[config.mk]
export PLATFORM = sky130hd
export DESIGN_NAME = fetch_ctrl
export DESIGN_NICKNAME = d
export VERILOG_FILES = /design/src/rtl/fetch_ctrl.sv
export SDC_FILE = /design/constraint.sdc
export NUM_CORES = 1
export LEC_CHECK = 0
export ABC_AREA = 1
export CAP_MARGIN = 20
export CORE_MARGIN = 1
export CORE_UTILIZATION = 46
export CTS_BUF_LIST = sky130_fd_sc_hd__clkbuf_16
export CTS_CLUSTER_SIZE = 40
export DETAILED_ROUTE_END_ITERATION = 8
export HOLD_SLACK_MARGIN = 0.05
export PLACE_DENSITY_LB_ADDON = 0.1
export RECOVER_POWER = 50
export SLEW_MARGIN = 20
export SYNTH_ARGS = -nofsm -noshare
export SYNTH_HDL_FRONTEND = slang
export SYNTH_SLANG_ARGS = --single-unit
[constraint.sdc]
create_clock -name clk -period 2.87 [get_ports clk]
set_input_delay 0.4305 -clock clk [delete_from_list [all_inputs] [get_ports clk]]
set_output_delay 0.4305 -clock clk [all_outputs]
set_load 0.05 [all_outputs]
[src/rtl/fetch_ctrl.sv]
// fetch_ctrl: instruction-fetch sequencer between the icache and the decoder.
// Owns the fetch PC, holds one instruction until the decoder takes it, stalls
// after control-flow instructions until a redirect arrives, and applies ROB
// flushes with top priority.
module fetch_ctrl #(
    parameter logic [31:0] RESET_PC = 32'h0000_0000,
    parameter int          CNT_W    = 32
) (
    input  logic             clk,
    input  logic             rst_n,
    input  logic             rdy,
    output logic             icache_req,
    output logic [31:0]      icache_addr,
    input  logic             icache_valid,
    input  logic [31:0]      icache_inst,
    input  logic             need_inst,
    output logic             inst_ready,
    output logic [31:0]      inst_out,
    output logic [31:0]      inst_pc,
    input  logic             clear_inst,
    input  logic [31:0]      if_addr,
    input  logic             rob_clear,
    input  logic [31:0]      rob_target_pc,
    output logic [CNT_W-1:0] fetch_count
);

    typedef enum logic [1:0] {IDLE, REQ, HOLD, WAIT_REDIR} state_t;

    localparam logic [CNT_W-1:0] CNT_ONE = {{(CNT_W-1){1'b0}}, 1'b1};

    state_t           r_state;
    logic [31:0]      r_pc;
    logic [31:0]      r_inst;
    logic [31:0]      r_inst_pc;
    logic [CNT_W-1:0] r_cnt;
    // One-cycle request gap after a redirect while a fetch was in flight;
    // dropping icache_req is how the cache is told to abandon that fetch.
    logic             r_cancel;
    logic             w_is_cf;

    // jal / jalr / branch: the next PC is unknown until the decoder redirects.
    assign w_is_cf = (r_inst[6:0] == 7'b1101111) ||
                     (r_inst[6:0] == 7'b1100111) ||
                     (r_inst[6:0] == 7'b1100011);

    assign icache_req  = (r_state == REQ) && !r_cancel;
    assign icache_addr = r_pc;
    assign inst_ready  = (r_state == HOLD);
    assign inst_out    = r_inst;
    assign inst_pc     = r_inst_pc;
    assign fetch_count = r_cnt;

    // Sequencer: priority rob_clear > clear_inst > accept > icache_valid.
    always_ff @(posedge clk or negedge rst_n) begin
        if (!rst_n) begin
            r_state   <= IDLE;
            r_pc      <= RESET_PC;
            r_inst    <= 32'h0;
            r_inst_pc <= 32'h0;
            r_cnt     <= '0;
            r_cancel  <= 1'b0;
        end else if (rdy) begin
            r_cancel <= 1'b0;
            if (rob_clear) begin
                r_pc     <= rob_target_pc;
                r_state  <= REQ;
                r_cancel <= (r_state == REQ);
            end else begin
                case (r_state)
                    IDLE: r_state <= REQ;
                    REQ: begin
                        if (clear_inst) begin
                            r_pc     <= if_addr;
                            r_cancel <= 1'b1;
                        end else if (icache_valid && !r_cancel) begin
                            r_inst    <= icache_inst;
                            r_inst_pc <= r_pc;
                            r_state   <= HOLD;
                        end
                    end
                    HOLD: begin
                        if (clear_inst) begin
                            r_pc    <= if_addr;
                            r_state <= REQ;
                        end else if (need_inst) begin
                            r_cnt <= r_cnt + CNT_ONE;
                            if (w_is_cf) begin
                                r_state <= WAIT_REDIR;
                            end else begin
                                r_pc    <= r_pc + 32'd4;
                                r_state <= REQ;
                            end
                        end
                    end
                    WAIT_REDIR: begin
                        if (clear_inst) begin
                            r_pc    <= if_addr;
                            r_state <= REQ;
                        end
                    end
                    default: r_state <= IDLE;
                endcase
            end
        end
    end

endmodule

### Word level (Yosys, flattened, before mapping)

Cells that the tools add are included.

| cells by class | value |
|---|---|
| reduce and logical (&&, ||, !) cells | 12 |
| bitwise operators | 2 |
| equality and inequality tests | 12 |
| $add $sub $neg | 2 |
| mux-type cells | 17 |

Operators by type and width:

| kind | count |
|---|---|
| 32-bit 2-to-1 mux | 5 |
| 32-bit one-hot mux with 2 select lines | 1 |
| 32-bit by 1-bit adder with 32-bit output, second input constant | 1 |
| 32-bit by 3-bit adder with 32-bit output, second input constant | 1 |
| 7-bit == test, second input constant | 3 |
| 5-bit AND reduction | 4 |
| 2-bit 2-to-1 mux | 7 |
| 2-bit one-hot mux with 4 select lines | 1 |
| 3-bit != test, second input constant | 2 |
| 2-bit == test, second input constant | 2 |
| 4-bit by 2-bit != test with 1-bit output, second input constant | 1 |
| 4-bit != test, second input constant | 1 |
| 1-bit 2-to-1 mux | 3 |
| 3-bit by 1-bit != test with 1-bit output, second input constant | 1 |
| 3-bit by 2-bit != test with 1-bit output, second input constant | 1 |
| 3-bit nonzero test | 1 |
| 2-bit by 1-bit == test with 1-bit output, second input constant | 1 |
| 1-bit logical AND | 2 |
| 2-bit zero test | 1 |
| 1-bit logical OR | 2 |
| 1-bit NOT | 2 |
| 2-bit OR reduction | 1 |
| 1-bit zero test | 1 |

| storage, ports and cells | value |
|---|---|
| output and inout bits | 130 |
| bits of input ports | 103 |
| word-level logic and storage cells | 51 |
| bits in registers | 131 |

### Longest topological paths before layout

| logic depth | value |
|---|---|
| word-level depth | 8 |
| depth in mapped cells | 12 |

### Least setup slack after synthesis

Ideal clock, no wire load.

| path | value |
|---|---|
| path kind | reg2reg |
| from | register r_state[0] |
| to | register r_pc[10], in the netlist icache_addr[10] |
| cell stages (with the launch flop) | 13 |
| period minus slack after synthesis | 2,082 ps |
| setup slack | 788 ps |
| data arrival time | 1,952 ps |
| path through | dfrtp_1 inv_1 ha_1 inv_1 nor3_1 nand3_1 nand2_1 nand2_1 nand2_1 buf_2 nor2_1 nand2_1 o21ai_0 |

RTL lines:

| element | line | RTL |
|---|---|---|
| from (decl) | 31 | `state_t r_state;` |
| from (signal assigned) | 56 | `r_state <= IDLE;` |
| from (signal assigned) | 66 | `r_state <= REQ;` |
| from (signal assigned) | 70 | `IDLE: r_state <= REQ;` |
| 2-bit == test (*) | - |  |
| via inst_ready | 17 | `output logic inst_ready,` |
| 4-bit != test (no line), or another cell as far along | - |  |
| 5-bit AND reduction (no line) or 32-bit 2-to-1 mux (tied branches) | - |  |
| to (signal assigned) | 65 | `r_pc <= rob_target_pc;` |
| to (signal assigned) | 73 | `r_pc <= if_addr;` |
| to (signal assigned) | 83 | `r_pc <= if_addr;` |
| to (decl) | 32 | `logic [31:0] r_pc;` |

Mark *: on every way through the listed nets, which the timed path passes. The rest lies on a longest branch.
A chain may end at the register's enable or synchronous reset.

### Worst setup path in the final report

| path | value |
|---|---|
| from | register r_state[1] |
| to | output port icache_req |

| on the way | value |
|---|---|
| longest elaborated chain between the ends | 2 |

RTL lines:

| element | line | RTL |
|---|---|---|
| 2-bit by 1-bit == test with 1-bit output | 46 | `assign icache_req = (r_state == REQ) && !r_cancel;` |
| 1-bit logical AND | 46 |  |
| to (decl) | 12 | `output logic icache_req,` |

Every way passes these cells.

==> impl_metrics.json <==
{
  "die_area_sq_um": 16180,
  "place_hpwl_microns": 14980,
  "critPathCaptureType": "primary output",
  "row_count": 45,
  "die_h_microns": 127.2,
  "clock_skew_ns": 0.007472,
  "yosysSeqAreaShare_pct": 45.47,
  "syn_to_final_growth_pct": 42.76,
  "synth_top_family_by_area": "simple AND/OR/NAND/NOR gates",
  "grt_max_degree": 59,
  "synth.cell_area_sq_um": 7209,
  "muxShareOfSynthArea_pct": 5.467,
  "synth_xor_area_share_pct": 4.131,
  "hold_viol_final": 0,
  "synthAdderAreaFrac_pct": 1.041,
  "wl_per_cell_microns": 14.62,
  "wirelength_microns": 20470,
  "place_inst": 1367,
  "numCtsBuffers": 17,
  "fin_setup_tns_ns": 0,
  "final_common_cell": "nand2_1",
  "seqCellArea_sq_um": 3278,
  "leakage_nw": 4.645,
  "gr-usage-all-layers_pct": 26.40,
  "finalCritPeriodShare_pct": 89.55,
  "grt_pass1_wl_microns": 33280,
  "rsz0062_at_grt": "false",
  "tritoncts": "built",
  "cts_resized": 0,
  "power.total_mw": 10.80,
  "post_cts_buffers": 0,
  "nNetsFinal": 1285,
  "crit_type": "reg2out",
  "crit_required_ns": 2.44,
  "final_area_sq_um": 10290,
  "antenna_found_initial": 1,
  "startpoint_type": "flip-flop",
  "ys_types": 32,
  "cts_root_buffer": "clkbuf_16",
  "maxCapViolations": 0,
  "synth_area_per_cell_sq_um": 7.629,
  "route.detailed.drc": 0,
  "yosys.area.top_type": "dfrtp_1",
  "synth-seq-cells": 131,
  "ff2ff_path_depth": 5,
  "final_cell_mix": "nand2_1, clkdlybuf4s50_1, dfrtp_1, nor2_1, o21ai_0",
  "portBuffers": 232,
  "ir_drop_uv": 648.1,
  "cp_common_cell": "inv_1",
  "hold_buffers": 1,
  "core_sq_um": 15260,
  "synth-compound-area-share_pct": 7.723,
  "fmax_mhz": 389.1,
  "ant_nets": 0,
  "synth.area.top_cells": "dfrtp_1, nand2_1, nor2_1",
  "first_iter_violations": 480,
  "final_cells": 1400,
  "fillCellCount": 1317,
  "relSlewSlack_pct": 19.61,
  "dpl_worst_slack_ns": 0.6162,
  "place_congestion": 0.9086,
  "drv_slew": 0,
  "hold_class": "reg2reg",
  "drive_above_1_share_pct": 4.626,
  "h-tree-depth": 4,
  "cp_max_fo": 4,
  "outcome": "finished, final reports clean",
  "pwr_density_cell_nw_per_um2": 1049,
  "crit_slowest_cell": "clkdlybuf4s50_1",
  "synth_edf_count": 0,
  "gr-total-overflow": 0,
  "io_pins": 233,
  "tightest_slew_ns": 1.206,
  "hold_ws_ns": 0.4800,
  "async_flop_share_pct": 100.0,
  "insertedDiodeCount": 0,
  "cp_cell_sequence": "inv_1, ha_1, inv_1, nor2_1, clkdlybuf4s50_1",
  "clkLatencyLatePin_ns": 0.42,
  "min_period_ns": 2.570,
  "firstDrtPassIters": 5,
  "setup_slack_ns": 0.3001,
  "setup_violations": 0,
  "start_util_pct": 47.25,
  "cts.sinks": 131,
  "cts.clk_slew.worst_paths_ns": 0.06,
  "post-route-util_pct": 67.45,
  "vias": 6975,
  "yosysWarnings": 0,
  "multiInputGateArea_sq_um": 3471,
  "clockBufferDepth": 2,
  "die_width_microns": 127.2,
  "min_path_cells": 2,
  "via_per_inst": 4.982,
  "critical_path_arrival_ns": 2.14,
  "netlist_instances": 945,
  "synth_top_cell_area_share_pct": 45.47,
  "synth.net_count": 1054,
  "synth_ff_type": "dfrtp_1",
  "max_stage_delay_ns": 0.81,
  "postPlaceCellArea_sq_um": 9741,
  "grt_pass1_vias": 6670,
  "synthSimpleGateAreaFrac_pct": 29.99
}
[kinds of logic after synthesis]
group / after synthesis
compound gates: 107
mux: 35
flops: 131
fa+ha+maj: 6
buf+inv: 106
simple gates: 526
xor+xnor: 34
[layer usage]
metal  GRT usage (%)  vias to the layer above  part of all wire, %
met5               0                        -                0.073
met4           8.193                        2                  1.6
met3           7.496                       32                  7.4
met2           44.25                      266                   47
met1           33.05                     3203                   44
li1                -                     3472                    -
[final timing paths]
kind / startpoint / end / slack, ns
worst max-delay path: r_state[1] / icache_req / 0.30
max in group asynchronous: rst_n / icache_addr[18] / 0.60
worst min register to register: inst_pc[11] / inst_pc[11] / 0.48
worst max register to register: r_state[1] / inst_out[0] / 0.63
worst min-delay path: inst_pc[11] / inst_pc[11] / 0.48
min in group asynchronous: rst_n / inst_out[31] / 0.81
[state kept, by name, summed over array words and instances, names as in the netlist]
name	cells
inst_pc	32
r_cancel	1
inst_out	32
icache_addr	32
r_state	2
fetch_count	32
[power breakdown]
| group | total, mW | internal, mW | switching [mW] | leakage (nW) |
|---|---|---|---|---|
| logic | 5.47 | 1.78 | 3.69 | 2.71 |
| registers | 3.11 | 2.51 | 0.604 | 1.64 |
| clock network | 2.21 | 1.43 | 0.784 | 0.297 |
| total | 10.8 | 5.72 | 5.08 | 4.64 |
[critical path, delay by kind of cell, from the launching register on]
kind | cells | cell delay, ns
fa+ha+maj | 1 | 0.23
buf+inv | 3 | 1.00
flops | 1 | 0.40
simple gates | 1 | 0.10
[Yosys cell counts, types with 12 or more instances]
cell	number
mux2_1	32
inv_1	72
buf_2	14
nand2_1	313
dfrtp_1	131
nor2_1	120
clkbuf_1	12
o21ai_0	75
a21oi_1	23
nand3_1	44
nor3_1	19
xor2_1	24
[layout make-up]
type / instances / share of cell area [%]
sequential: 131 / 31.85
clock inverter: 15 / 1.678
tap: 211 / 2.565
timing repair buffer: 245 / 23.39
clock buffer: 17 / 4.133
inverter: 73 / 2.662
multi-input combinational: 708 / 33.72
No activity file was read; power rests on OpenSTA's default activity.
